### src/rtl/prg_load_ctrl.sv
`default_nettype none
// ============================================================================
//  Module   : prg_load_ctrl
//  Purpose  : Streams a PRG download into main RAM: strips the load-address
//             header, writes the payload through a req/ack write port and
//             patches the BASIC end-of-program pointers when the session ends.
//             The pointer patch is built only with PRG_PTR_PATCH_EN defined.
//  Revision : 1.0  initial release
// ============================================================================
module prg_load_ctrl #(
   parameter int unsigned ACK_TO = 255
) (
   input  logic        clk_sys,
   input  logic        reset_n,
   input  logic        dl_active,
   input  logic        dl_valid,
   input  logic [7:0]  dl_data,
   output logic        dl_ready,
   output logic        ram_req,
   output logic [15:0] ram_addr,
   output logic [7:0]  ram_data,
   input  logic        ram_ack,
   output logic        busy,
   output logic        done,
   output logic        error,
   output logic        overflow,
   output logic [15:0] end_addr
);

   typedef enum logic [2:0] {
      S_IDLE   = 3'd0,
      S_HDR_LO = 3'd1,
      S_HDR_HI = 3'd2,
      S_DATA   = 3'd3,
      S_WRITE  = 3'd4,
      S_PATCH  = 3'd5,
      S_FIN    = 3'd6
   } state_t;

   localparam logic [7:0] c_to_last = 8'(ACK_TO - 1);

   state_t      r_state;
   logic [15:0] r_addr;
   logic [15:0] r_end_addr;
   logic [15:0] r_ram_addr;
   logic [7:0]  r_ram_data;
   logic [7:0]  r_to_cnt;
   logic        r_ram_req;
   logic        r_done;
   logic        r_error;
   logic        r_overflow;

   logic        w_xfer;
   logic        w_timeout;
   logic [15:0] w_addr_inc;

`ifdef PRG_PTR_PATCH_EN
   logic [2:0]  r_patch_idx;

   // Pointer pairs $2D/$2E, $2F/$30, $31/$32, $AE/$AF; even index = low byte.
   function automatic logic [15:0] f_patch_addr(input logic [2:0] idx);
      logic [15:0] v;
      v = 16'h0000;
      case (idx)
         3'd0: v = 16'h002D;
         3'd1: v = 16'h002E;
         3'd2: v = 16'h002F;
         3'd3: v = 16'h0030;
         3'd4: v = 16'h0031;
         3'd5: v = 16'h0032;
         3'd6: v = 16'h00AE;
         default: v = 16'h00AF;
      endcase
      return v;
   endfunction
`endif

   // Ready drops with dl_active so a byte is never taken in the ending cycle.
   assign dl_ready = dl_active && !r_ram_req &&
                     ((r_state == S_HDR_LO) || (r_state == S_HDR_HI) || (r_state == S_DATA));
   assign w_xfer     = dl_valid && dl_ready;
   assign w_timeout  = r_ram_req && !ram_ack && (r_to_cnt == c_to_last);
   assign w_addr_inc = r_addr + 16'd1;

   always_ff @(posedge clk_sys or negedge reset_n) begin
      if (!reset_n) begin
         r_state    <= S_IDLE;
         r_addr     <= 16'h0000;
         r_end_addr <= 16'h0000;
         r_ram_addr <= 16'h0000;
         r_ram_data <= 8'h00;
         r_to_cnt   <= 8'h00;
         r_ram_req  <= 1'b0;
         r_done     <= 1'b0;
         r_error    <= 1'b0;
         r_overflow <= 1'b0;
`ifdef PRG_PTR_PATCH_EN
         r_patch_idx <= 3'd0;
`endif
      end else begin
         r_done  <= 1'b0;
         r_error <= 1'b0;

         if (r_ram_req && !ram_ack)
            r_to_cnt <= r_to_cnt + 8'd1;
         else
            r_to_cnt <= 8'h00;

         if (w_timeout) begin
            r_ram_req <= 1'b0;
            r_error   <= 1'b1;
            r_state   <= S_IDLE;
         end else begin
            case (r_state)
               S_IDLE: begin
                  if (dl_active) begin
                     r_overflow <= 1'b0;
                     r_state    <= S_HDR_LO;
                  end
               end
               S_HDR_LO: begin
                  if (!dl_active) begin
                     r_error <= 1'b1;
                     r_state <= S_IDLE;
                  end else if (w_xfer) begin
                     r_addr[7:0] <= dl_data;
                     r_state     <= S_HDR_HI;
                  end
               end
               S_HDR_HI: begin
                  if (!dl_active) begin
                     r_error <= 1'b1;
                     r_state <= S_IDLE;
                  end else if (w_xfer) begin
                     r_addr[15:8] <= dl_data;
                     r_state      <= S_DATA;
                  end
               end
               S_DATA: begin
                  if (!dl_active) begin
                     r_end_addr <= r_addr;
`ifdef PRG_PTR_PATCH_EN
                     r_patch_idx <= 3'd0;
                     r_state     <= S_PATCH;
`else
                     r_done  <= 1'b1;
                     r_state <= S_FIN;
`endif
                  end else if (w_xfer && !r_overflow) begin
                     // After a wrap past $FFFF bytes are accepted but dropped.
                     r_ram_addr <= r_addr;
                     r_ram_data <= dl_data;
                     r_ram_req  <= 1'b1;
                     r_state    <= S_WRITE;
                  end
               end
               S_WRITE: begin
                  if (ram_ack) begin
                     r_ram_req <= 1'b0;
                     r_addr    <= w_addr_inc;
                     if (r_addr == 16'hFFFF)
                        r_overflow <= 1'b1;
                     if (!dl_active) begin
                        r_end_addr <= w_addr_inc;
`ifdef PRG_PTR_PATCH_EN
                        r_patch_idx <= 3'd0;
                        r_state     <= S_PATCH;
`else
                        r_done  <= 1'b1;
                        r_state <= S_FIN;
`endif
                     end else begin
                        r_state <= S_DATA;
                     end
                  end
               end
`ifdef PRG_PTR_PATCH_EN
               S_PATCH: begin
                  if (!r_ram_req) begin
                     r_ram_req  <= 1'b1;
                     r_ram_addr <= f_patch_addr(r_patch_idx);
                     r_ram_data <= r_patch_idx[0] ? r_end_addr[15:8] : r_end_addr[7:0];
                  end else if (ram_ack) begin
                     r_ram_req <= 1'b0;
                     if (r_patch_idx == 3'd7) begin
                        r_done  <= 1'b1;
                        r_state <= S_FIN;
                     end else begin
                        r_patch_idx <= r_patch_idx + 3'd1;
                     end
                  end
               end
`endif
               S_FIN: begin
                  r_state <= S_IDLE;
               end
               default: begin
                  r_state <= S_IDLE;
               end
            endcase
         end
      end
   end

   assign ram_req  = r_ram_req;
   assign ram_addr = r_ram_addr;
   assign ram_data = r_ram_data;
   assign busy     = (r_state != S_IDLE);
   assign done     = r_done;
   assign error    = r_error;
   assign overflow = r_overflow;
   assign end_addr = r_end_addr;

endmodule
`default_nettype wire

### config.mk
export PLATFORM = sky130hd
export DESIGN_NAME = prg_load_ctrl
export DESIGN_NICKNAME = d
export VERILOG_FILES = /design/src/rtl/prg_load_ctrl.sv
export SDC_FILE = /design/constraint.sdc
export NUM_CORES = 1
export LEC_CHECK = 0
export BUFFER_PORTS_ARGS = -buffer_cell sky130_fd_sc_hd__buf_2
export CAP_MARGIN = 0
export CELL_PAD_IN_SITES_DETAIL_PLACEMENT = 1
export CELL_PAD_IN_SITES_GLOBAL_PLACEMENT = 1
export CORE_MARGIN = 2
export CORE_UTILIZATION = 44
export DETAILED_ROUTE_END_ITERATION = 8
export GPL_ROUTABILITY_DRIVEN = 0
export GPL_TIMING_DRIVEN = 0
export PLACE_DENSITY_LB_ADDON = 0.1
export SLEW_MARGIN = 10
export SYNTH_ARGS = -nofsm -noshare
export SYNTH_HDL_FRONTEND = slang
export SYNTH_SLANG_ARGS = --single-unit
### constraint.sdc
create_clock -name clk_sys -period 2.2 [get_ports clk_sys]
set_input_delay 0.11 -clock clk_sys [delete_from_list [all_inputs] [get_ports clk_sys]]
set_output_delay 0.11 -clock clk_sys [all_outputs]
set_load 0.02 [all_outputs]
==> flow_metrics.env <==
export IMPL_die_h_microns=95.7
export IMPL_cts_made_buffers=9
export IMPL_crit_chain="buf_6 -> or3b_1 -> buf_6 -> nor3_4 -> nand2_2 -> xnor2_1 -> mux2_4"
export IMPL_placed_area_sq_um=4140
export IMPL_yosysUniqueCellTypes=56
export IMPL_cts_sinks=71
export IMPL_io_buffers=57
export IMPL_synth_area_sq_um=3700
export IMPL_wire_per_inst_microns=17.8
export IMPL_holdPathStages=2
export IMPL_clockBufferDepth=2
export IMPL_drt_total_wl_mm=9.60
export IMPL_drtIter0Drc=114
export IMPL_via_per_inst=5.43
export IMPL_worst_path_largest_cell_delay_ps=410
export IMPL_whs_endpoint="ram_data[3]$_DFFE_PN0P_"
export IMPL_outcome="finished clean"
export IMPL_yosysTopAreaCellShare_pct=48.1
export IMPL_synth_edf_count=0
export IMPL_clkSlewWorstSetupHoldPaths_ps=80
export IMPL_grt_max_degree=54
export IMPL_drc=0
export IMPL_p_per_area_nw_per_um2=1430
export IMPL_yosysSeqAreaShare_pct=48.1
export IMPL_timing_reg2reg_setup_slack_ps=120
export IMPL_mostFrequentLayoutCells="dfrtp_1, buf_2, nand2_1"
export IMPL_core_area_sq_um=8180
export IMPL_dieArea_sq_um=9150
export IMPL_start_kind="flop"
export IMPL_drive_above_1_share_pct=31.6
export IMPL_diodes=0
export IMPL_slew_viol_final=0
export IMPL_cp_slowest_cell="nor3_4"
export IMPL_grt_total_usage_pct=22.9
export IMPL_end_kind="flop"
export IMPL_min_from="dl_data[3]"
export IMPL_ff2ff_path_depth=7
export IMPL_critPathRequiredTime_ps=2440
export IMPL_design_area_sq_um=4400
export IMPL_yosysTopAreaCell="dfrtp_1"
export IMPL_synth_nets=372
export IMPL_synth_area_leaders="dfrtp_1, mux2_4, a21oi_1"
export IMPL_ys_async_sr_fraction_pct=100
export IMPL_drv_cap=0
export IMPL_grt_pass1_vias=3006
export IMPL_grt_pass1_wl_mm=15.7
export IMPL_peakVddDrop_mv=0.715
export IMPL_dp_hpwl_mm=6.84
export IMPL_fmax_mhz=480
export IMPL_postRouteAntennaNets=0
export IMPL_min_period_over_period_pct=94.8
export IMPL_antenna_found_initial=0
export IMPL_dr_total_vias=2926
export IMPL_hold_class="primary input to flop"
export IMPL_leakage_nw=2.09
export IMPL_nNetsFinal=445
export IMPL_path_class="flop to flop"
export IMPL_timing_final_ws_setup_ps=115
export IMPL_yosysWarningCount=0
export IMPL_synthCells=356
export IMPL_avgSynthCellArea_sq_um=10.4
export IMPL_r2r_start="r_state[0]$_DFFE_PN0P_"
export IMPL_critical_path_most_common_cell="buf_6"
export IMPL_setup_tns_ps=0
export IMPL_io_pins=59
export IMPL_clock_skew_final_ps=7.91
export IMPL_r2r_end="end_addr[8]$_DFFE_PN0P_"
export IMPL_final_common_cell="dfrtp_1"
export IMPL_grt_overflow=0
export IMPL_areaGrowthSynthToFinish_pct=19.0
export IMPL_dr_pass1_iters=4
export IMPL_cts_root_buf="clkbuf_8"
export IMPL_htreeDepth=3
export IMPL_worst_ep_arrival_time_ps=2330
export IMPL_worst_pin_slew_ps=525
export IMPL_finalSetupViolCount=0
export IMPL_dpl_worst_slack_ps=59.1
export IMPL_final_min_clock_period_ps=2080
export IMPL_synth_ff_type="dfrtp_1"
export IMPL_critPathMaxFanout=10
export IMPL_finalHoldViolCount=0
export IMPL_fp_dieW_microns=95.7
export IMPL_maxSlewHeadroom_pct=64.9
export IMPL_tritoncts="built"
export IMPL_clk_latency_ps=350
export IMPL_synth_seq_cells=71
export IMPL_rows=33
export IMPL_start_util_pct=45.2
export IMPL_rsz0062_at_grt="no"
[kinds of logic after synthesis]
kind of cell,synth area share (%)
flip-flops,48.1
AO/OA/AOI/OAI,13.9
buffers and inverters,4.64
adder cells (fa/ha/maj),1.02
multiplexers,9.92
XOR/XNOR,4.98
AND/OR/NAND/NOR,17.5
[repair_timing]
item / in CTS / in global routing
hold endpoints to repair: 71 / 0
hold buffers: 1 / 0
buffers inserted: 0 / 3
endpoints found under the setup margin: 0 / 2
gates resized for setup: 0 / 0
[Yosys cell counts (6+ instances only)]
library cell,count
clkbuf_1,8
o21ai_1,10
mux2_4,20
o22a_1,6
dfrtp_1,71
buf_2,6
a31oi_1,8
nand3_1,12
nand2_1,38
nor2_1,36
xor2_1,12
xnor2_1,9
a21oi_1,30
[worst max-delay path: cells and delay by family, from the launching register on]
family | cells | cell delay, ps
XOR/XNOR | 1 | 140
flip-flops | 1 | 380
buffers and inverters | 2 | 280
AND/OR/NAND/NOR | 3 | 910
multiplexers | 1 | 260
[area by class of cell]
cell class,instances,area [sq um]
Fill cell,940,3780
Sequential cell,71,1780
Multi-Input combinational cell,255,1750
Timing Repair Buffer,62,348
Buffer,25,153
Clock buffer,11,141
Tap cell,105,131
Clock inverter,5,81.3
Inverter,5,18.8
[metal layers]
| layer | up-vias | part of all wire, % | GRT usage, % |
|---|---|---|---|
| li1 | 1391 | - | - |
| met1 | 1475 | 47 | 31.2 |
| met4 | 0 | 1.1 | 6.07 |
| met5 | - | 0 | 0 |
| met3 | 7 | 3.4 | 5.06 |
| met2 | 53 | 48 | 36.9 |
[per-stage QoR]
| stage | power [mW] | hold slack [ps] | utilization [%] | std cells |
|---|---|---|---|---|
| after floorplan | 4.25 | -186 | - | 356 |
| after global placement | 5.04 | 369 | 50.3 | 518 |
| after detailed placement | 5.15 | 7.71 | 50.7 | 519 |
| after CTS | 6.36 | 3.12 | 53.5 | 536 |
| after global routing | 6.74 | 2.93 | 53.8 | 539 |
| final | 6.31 | 16.8 | 53.8 | 539 |
[sequential cells by signal, summed over array words and instances, names as in the netlist, 3 cells and up]
signal and flops:
r_addr 16, ram_addr 16, r_state 3, r_to_cnt 8, ram_data 8, end_addr 16
[power breakdown]
part           switching [mW]  internal (mW)
clock                   0.515          0.670
combinational            1.70           1.16
sequential              0.418           1.84
[worst max-delay path by stage]
stage	to	startpoint	cells after the start	slack [ps]
after floorplan	end_addr[8]$_DFFE_PN0P_	r_state[0]$_DFFE_PN0P_	7	300
after CTS	end_addr[8]$_DFFE_PN0P_	r_state[0]$_DFFE_PN0P_	7	30
after global routing	end_addr[8]$_DFFE_PN0P_	r_state[0]$_DFFE_PN0P_	7	2
after detailed placement	end_addr[8]$_DFFE_PN0P_	r_state[0]$_DFFE_PN0P_	7	60
final	end_addr[8]$_DFFE_PN0P_	r_state[0]$_DFFE_PN0P_	7	120
after global placement	end_addr[8]$_DFFE_PN0P_	r_state[0]$_DFFE_PN0P_	7	110
No activity file was read; power rests on OpenSTA's default activity.
